$ cat src/rtl/noc_pkg.sv
// Shared definitions for the NoC credit-based link sender.
//   flit_t      : flit field layout {dest, is_tail, data}, shown at the default
//                 widths. Parameterised modules pack their words in this same
//                 field order.
//   pkt_state_e : packet-tracking FSM states {IDLE, IN_PKT}.
package noc_pkg;

  localparam int FLIT_WIDTH_DEFAULT = 128;
  localparam int DEST_WIDTH_DEFAULT = 4;

  typedef struct packed {
    logic [DEST_WIDTH_DEFAULT-1:0] dest;
    logic                          is_tail;
    logic [FLIT_WIDTH_DEFAULT-1:0] data;
  } flit_t;

  typedef enum logic [0:0] {
    IDLE   = 1'b0,
    IN_PKT = 1'b1
  } pkt_state_e;

  // Width of one packed flit word {dest, is_tail, data}.
  function automatic int flit_word_width(input int flit_width, input int dest_width);
    return dest_width + 1 + flit_width;
  endfunction

endpackage

$ cat src/rtl/noc_flit_fifo.sv
// Staging FIFO for outgoing flits.
//   clk, rst : clock, synchronous active-high reset (empties the FIFO)
//   push     : write wr_data (ignored while full)
//   pop      : drop the head entry (ignored while empty)
//   wr_data  : word to write
//   rd_data  : current head entry (valid while !empty)
//   full     : occupancy == DEPTH, derived from registered state only
//   empty    : occupancy == 0, derived from registered state only
module noc_flit_fifo #(
  parameter int WIDTH = 8,
  parameter int DEPTH = 2
) (
  input  logic             clk,
  input  logic             rst,
  input  logic             push,
  input  logic             pop,
  input  logic [WIDTH-1:0] wr_data,
  output logic [WIDTH-1:0] rd_data,
  output logic             full,
  output logic             empty
);

  localparam int PW = (DEPTH > 1) ? $clog2(DEPTH) : 1;
  localparam int CNTW = $clog2(DEPTH + 1);
  localparam logic [PW-1:0] LAST_PTR = PW'(DEPTH - 1);
  localparam logic [CNTW-1:0] FULL_CNT = CNTW'(DEPTH);

  logic [WIDTH-1:0] mem [DEPTH];
  logic [PW-1:0]    wr_ptr;
  logic [PW-1:0]    rd_ptr;
  logic [CNTW-1:0]  count;
  logic             do_push;
  logic             do_pop;

  // Pointers wrap explicitly so DEPTH need not be a power of two.
  function automatic logic [PW-1:0] next_ptr(input logic [PW-1:0] p);
    return (p == LAST_PTR) ? '0 : p + PW'(1);
  endfunction

  assign full    = (count == FULL_CNT);
  assign empty   = (count == '0);
  assign do_push = push & ~full;
  assign do_pop  = pop & ~empty;
  assign rd_data = mem[rd_ptr];

  always_ff @(posedge clk) begin
    if (rst) begin
      wr_ptr <= '0;
      rd_ptr <= '0;
      count  <= '0;
    end else begin
      if (do_push) wr_ptr <= next_ptr(wr_ptr);
      if (do_pop)  rd_ptr <= next_ptr(rd_ptr);
      case ({do_push, do_pop})
        2'b10:   count <= count + CNTW'(1);
        2'b01:   count <= count - CNTW'(1);
        default: count <= count;
      endcase
    end
  end

  // Storage is not reset: contents are only observed through rd_ptr/count.
  always_ff @(posedge clk) begin
    if (do_push) mem[wr_ptr] <= wr_data;
  end

endmodule

$ cat src/rtl/noc_credit_sender.sv
// Credit-based NoC link sender.
// Flits are staged in a small FIFO and launched onto the link only while the
// downstream buffer has a free slot (credit). Each launch consumes a credit;
// each credit_in pulse returns one.
//   clk_noc, rst_noc_sync       : clock, synchronous active-high reset
//   in_valid/in_ready           : upstream handshake (see below)
//   in_data, in_dest, in_is_tail: upstream flit
//   data_out, dest_out,
//   is_tail_out                 : registered link fields, hold between sends
//   send_out                    : one-cycle pulse per flit launched
//   credit_in                   : one-cycle pulse returning one slot
//   credits                     : current credit count
//   pkt_active                  : high from head flit sent to tail flit sent
//   credit_overflow             : sticky, a credit returned while already full
//
// Handshake: a flit transfers on every rising edge where in_valid and in_ready
// are both high. in_ready depends only on registered FIFO occupancy, never on
// in_valid or credit_in, and a pop on a full FIFO does not raise it early.
module noc_credit_sender
  import noc_pkg::*;
#(
  parameter int FLIT_WIDTH        = 128,
  parameter int DEST_WIDTH        = 4,
  parameter int FLIT_BUFFER_DEPTH = 1,
  parameter int IN_FIFO_DEPTH     = 2
) (
  input  logic                                   clk_noc,
  input  logic                                   rst_noc_sync,
  input  logic                                   in_valid,
  output logic                                   in_ready,
  input  logic [FLIT_WIDTH-1:0]                  in_data,
  input  logic [DEST_WIDTH-1:0]                  in_dest,
  input  logic                                   in_is_tail,
  output logic [FLIT_WIDTH-1:0]                  data_out,
  output logic [DEST_WIDTH-1:0]                  dest_out,
  output logic                                   is_tail_out,
  output logic                                   send_out,
  input  logic                                   credit_in,
  output logic [$clog2(FLIT_BUFFER_DEPTH+1)-1:0] credits,
  output logic                                   pkt_active,
  output logic                                   credit_overflow
);

  localparam int CW = $clog2(FLIT_BUFFER_DEPTH + 1);
  localparam int WORD_W = flit_word_width(FLIT_WIDTH, DEST_WIDTH);
  localparam logic [CW-1:0] MAX_CREDITS = CW'(FLIT_BUFFER_DEPTH);

  logic              fifo_full;
  logic              fifo_empty;
  logic              push;
  logic              launch;
  logic [WORD_W-1:0] wr_word;
  logic [WORD_W-1:0] rd_word;
  logic [FLIT_WIDTH-1:0] rd_data;
  logic [DEST_WIDTH-1:0] rd_dest;
  logic              rd_tail;
  logic [CW-1:0]     credit_cnt;
  pkt_state_e        state;
  pkt_state_e        state_nxt;

  assign in_ready = ~fifo_full;
  assign push     = in_valid & ~fifo_full;
  // A credit returned this cycle is not usable until the next one: launch
  // looks only at the registered count.
  assign launch   = ~fifo_empty & (credit_cnt != '0);

  assign wr_word = {in_dest, in_is_tail, in_data};
  assign {rd_dest, rd_tail, rd_data} = rd_word;

  noc_flit_fifo #(
    .WIDTH (WORD_W),
    .DEPTH (IN_FIFO_DEPTH)
  ) u_fifo (
    .clk     (clk_noc),
    .rst     (rst_noc_sync),
    .push    (push),
    .pop     (launch),
    .wr_data (wr_word),
    .rd_data (rd_word),
    .full    (fifo_full),
    .empty   (fifo_empty)
  );

  // Credit counter with saturation and sticky overflow detection.
  always_ff @(posedge clk_noc) begin
    if (rst_noc_sync) begin
      credit_cnt      <= MAX_CREDITS;
      credit_overflow <= 1'b0;
    end else begin
      case ({launch, credit_in})
        2'b10: credit_cnt <= credit_cnt - CW'(1);
        2'b01: begin
          if (credit_cnt == MAX_CREDITS) credit_overflow <= 1'b1;
          else                           credit_cnt <= credit_cnt + CW'(1);
        end
        default: credit_cnt <= credit_cnt;
      endcase
    end
  end

  // Link output register: fields load only on a launch and hold otherwise.
  always_ff @(posedge clk_noc) begin
    if (rst_noc_sync) begin
      send_out    <= 1'b0;
      data_out    <= '0;
      dest_out    <= '0;
      is_tail_out <= 1'b0;
    end else begin
      send_out <= launch;
      if (launch) begin
        data_out    <= rd_data;
        dest_out    <= rd_dest;
        is_tail_out <= rd_tail;
      end
    end
  end

  // Packet FSM, advanced by launched flits only.
  always_comb begin
    state_nxt = state;
    case (state)
      IDLE:    if (launch && !rd_tail) state_nxt = IN_PKT;
      IN_PKT:  if (launch && rd_tail)  state_nxt = IDLE;
      default: state_nxt = IDLE;
    endcase
  end

  always_ff @(posedge clk_noc) begin
    if (rst_noc_sync) state <= IDLE;
    else              state <= state_nxt;
  end

  assign pkt_active = (state == IN_PKT);
  assign credits    = credit_cnt;

endmodule

$ cat config.mk
export PLATFORM = sky130hd
export DESIGN_NAME = noc_credit_sender
export DESIGN_NICKNAME = d
export VERILOG_FILES = /design/src/rtl/noc_pkg.sv /design/src/rtl/noc_flit_fifo.sv /design/src/rtl/noc_credit_sender.sv
export SDC_FILE = /design/constraint.sdc
export NUM_CORES = 1
export LEC_CHECK = 0
export BUFFER_PORTS_ARGS = -buffer_cell sky130_fd_sc_hd__buf_2
export CAP_MARGIN = 15
export CELL_PAD_IN_SITES_DETAIL_PLACEMENT = 1
export CELL_PAD_IN_SITES_GLOBAL_PLACEMENT = 2
export CORE_MARGIN = 2
export CORE_UTILIZATION = 43
export DETAILED_ROUTE_END_ITERATION = 8
export PLACE_DENSITY_LB_ADDON = 0.05
export SYNTH_ARGS = -nofsm -noshare
export SYNTH_HDL_FRONTEND = slang
export SYNTH_HIERARCHICAL = 1
export SYNTH_SLANG_ARGS = --single-unit
$ cat constraint.sdc
create_clock -name clk_noc -period 8.3 [get_ports clk_noc]
set_input_delay 0 -clock clk_noc [delete_from_list [all_inputs] [get_ports clk_noc]]
set_output_delay 0 -clock clk_noc [all_outputs]
set_load 0.02 [all_outputs]
==> out/qor.yml <==
route:
  post_drt_wl_per_cell_um: 20.0
  avgViaCountPerCell: 5.05
  drt_iter0_drc: 517
  ant_nets: 0
  vias: 10100
  route.detailed.drc: 0
  routed_wl_mm: 39.9
  dr.pass1.iters: 4
pwr:
  power_leakage_nw: 7.66
  power.share.switching: 0.340
  p_switching_mw: 2.47
  ir_drop_mv: 0.207
  pwr-share-comb: 0.304
  p_seq_frac: 0.420
  power_density_mw_per_mm2: 351
  power_frac_clock: 0.276
  p_int_mw: 4.80
setup_path:
  required_ns: 8.49
  arrival_ns: 3.40
  crit_type: "flip-flop to flip-flop"
  rrSetupSlack_ns: 5.09
  r2r_cells: 7
  r2r-start: "u_fifo/count[0]$_SDFFE_PP0P_"
  crit_fanout: 92
  endpoint_kind: "flip-flop"
  crit_path_start_kind: "flip-flop"
  r2r-end: "u_fifo/mem[0][125]$_DFFE_PP_"
logic_synthesis:
  yosys_warnings: 6
  ys_ff_latch: 408
  syn_nets: 1203
  synthXorXnorAreaFrac: 0.00161
  netlist_instances: 1064
  synthSimpleGateAreaFrac: 0.149
  synth_edf_count: 266
  ys_types: 34
  avgSynthCellArea_um2: 15.3
  muxShareOfSynthArea: 0.0917
  synth_ff_type: "edfxtp_1"
  synth_top_family_by_area: "simple AND/OR/NAND/NOR gates"
  async_reset_ff_frac: 0
  syn_area_mm2: 0.0163
  synthAdderAreaFrac: 0.00153
  yosysSeqAreaShare: 0.663
  synth_compound_area_frac: 0.0568
global_routing:
  grt_max_degree: 166
  grt_usage: 0.203
  grt_pass1_wl_mm: 61.1
  antenna_found_initial: 2
  grt_pass1_vias: 10600
  globalRouteOverflowTotal: 0
floorplan:
  dieArea_mm2: 0.0395
  fp.coreArea_mm2: 0.0375
  die_h_um: 199
  initial_utilization: 0.435
  rows: 71
  die_w_um: 199
  io_pins: 275
timing:
  fmax_mhz: 311
  tns_ns: 0
  rsz0062_at_grt: "false"
  timing.final.crit_period_ns: 3.21
  slew_viol_final: 0
  setup_viol: 0
  relSlewSlack: 0.281
  timing.final.crit_share: 0.387
  layout_setup_ws_ns: 5.09
  tightest_slew_ns: 1.08
  fin_worst_skew_ns: 0.0175
  finalHoldViolations: 0
placement:
  dp_slack_ns: 5.03
  place_hpwl_mm: 21.9
  post_dp_cell_area_mm2: 0.0179
  gp_congestion: 0.725
  port_buffers: 274
clock_tree:
  cts_buffer_depth: 3
  clk_latency_ns: 0.56
  post_cts_buffers: 0
  cts_tree: "done"
  clock-sinks: 408
  clk_pin_slew_ns: 0.06
  htree_levels: 2
  cts_buffers: 45
  cts_root_buf: "clkbuf_16"
hold_path:
  whs_path_depth: 2
  hold_class: "primary input to flip-flop"
  hold_path_end: "credit_overflow$_SDFFE_PP0P_"
  hold_path_startpoint: "rst_noc_sync"
layout:
  syn2layout_area_growth_pct: 27.1
  nNetsFinal: 1579
  drive_gt1_frac: 0.376
  nFillCells: 3677
  design_area_mm2: 0.0207
  final_common_cell: "buf_2"
  layout_common_cells: "buf_2, edfxtp_1, dfxtp_1"
run:
  maxCapViolations: 0
run_status:
  status: "finished, final reports clean"
[state kept, by name (all words and copies together), names as in the netlist, named ones only]
register,cells
u_fifo/mem,266
data_out,128
dest_out,4
u_fifo/count,2
credit_overflow,1
credits,1
is_tail_out,1
send_out,1
u_fifo/rd_ptr,1
u_fifo/wr_ptr,1
[power by group through the flow]
stage                     Combinational, mW  Clock [mW]  Sequential [mW]
final                                  2.21        2.00             3.06
after global routing                   2.40        2.13             3.13
after CTS                              2.26        2.06             3.07
after detailed placement               2.20           0             3.10
after global placement                 2.18           0             3.09
after floorplan                        1.39           0             3.30
[final cells by class]
class / instances / area (µm²) / area share
multi-input cells: 561 / 4920 / 0.237
flip-flops and latches: 408 / 10800 / 0.522
diodes: 2 / 5.00 / 0.000241
inverters: 6 / 32.5 / 0.00157
well taps: 511 / 639 / 0.0308
repair buffers: 418 / 2800 / 0.135
clock buffers: 68 / 1380 / 0.0663
clock inverters: 16 / 135 / 0.00651
[critical path, cell delays in order (launching register included)]
cell and delay, ns:
dfxtp_1 0.45, nand2b_2 0.20, inv_2 0.05, nor2b_1 0.20
inv_1 0.08, or3_1 0.43, inv_6 0.70, buf_4 0.67
[synth_stat cells (2+ instances only)]
cell type,n,share of area
a21oi_1,3,0.00092
buf_12,7,0.0086
buf_2,17,0.0052
buf_4,9,0.0041
buf_6,5,0.0034
clkbuf_1,42,0.0097
clkbuf_2,8,0.0025
dfxtp_1,142,0.17
edfxtp_1,266,0.49
ha_1,2,0.0015
inv_1,4,0.00092
mux2_2,133,0.092
nand2b_1,133,0.051
nand4bb_1,133,0.092
nor2_1,7,0.0016
o21ai_0,54,0.017
o21ai_1,22,0.0067
o21ai_2,59,0.032
or3_1,2,0.00077
xnor2_1,2,0.0011
[through the flow]
step	cells	utilization	power, mW	hold slack [ns]
final	1990	0.553	7.27	0.0772
after global routing	1990	0.553	7.66	0.118
after CTS	1988	0.553	7.39	0.0515
after floorplan	1064	-	4.69	0.0691
after detailed placement	1769	0.477	5.30	0.192
after global placement	1769	0.477	5.27	0.189
[routing by layer]
| metal | wire, µm | vias up | track usage |
|---|---|---|---|
| met1 | 17500 | 5006 | 0.261 |
| li1 | - | 4756 | - |
| met5 | 0 | - | 0 |
| met4 | 839 | 0 | 0.0550 |
| met2 | 19600 | 225 | 0.345 |
| met3 | 1960 | 63 | 0.0444 |
[worst max path at each step]
stage / from / end / slack [ns] / cells past startpoint
detailed placement: u_fifo/count[0]$_SDFFE_PP0P_ / u_fifo/mem[0][121]$_DFFE_PP_ / 5.03 / 7
CTS: u_fifo/count[0]$_SDFFE_PP0P_ / u_fifo/mem[0][125]$_DFFE_PP_ / 5.01 / 7
global placement: u_fifo/count[0]$_SDFFE_PP0P_ / u_fifo/mem[0][110]$_DFFE_PP_ / 5.10 / 7
floorplan: u_fifo/count[0]$_SDFFE_PP0P_ / u_fifo/mem[1][0]$_DFFE_PP_ / 3.93 / 4
finish: u_fifo/count[0]$_SDFFE_PP0P_ / u_fifo/mem[0][125]$_DFFE_PP_ / 5.09 / 7
global route: u_fifo/count[0]$_SDFFE_PP0P_ / u_fifo/mem[0][125]$_DFFE_PP_ / 4.84 / 7
[kinds of logic (layout without fill, tap and decap cells)]
family / Yosys count / in the layout
muxes: 133 / 133
xor gates and xnor gates: 3 / 3
AOI/OAI and AO/OA: 140 / 140
DFF: 408 / 408
adders and majority gates: 2 / 2
buffers and inverters: 95 / 508
and+or+nand+nor: 283 / 283
other: 0 / 2
[timing repair]
| action | CTS | global route |
|---|---|---|
| hold endpoints to repair | 269 | 0 |
| resized for setup | 0 | 0 |
| hold buffers | 135 | 0 |
Note: power is estimated with default switching activity, not from simulation.
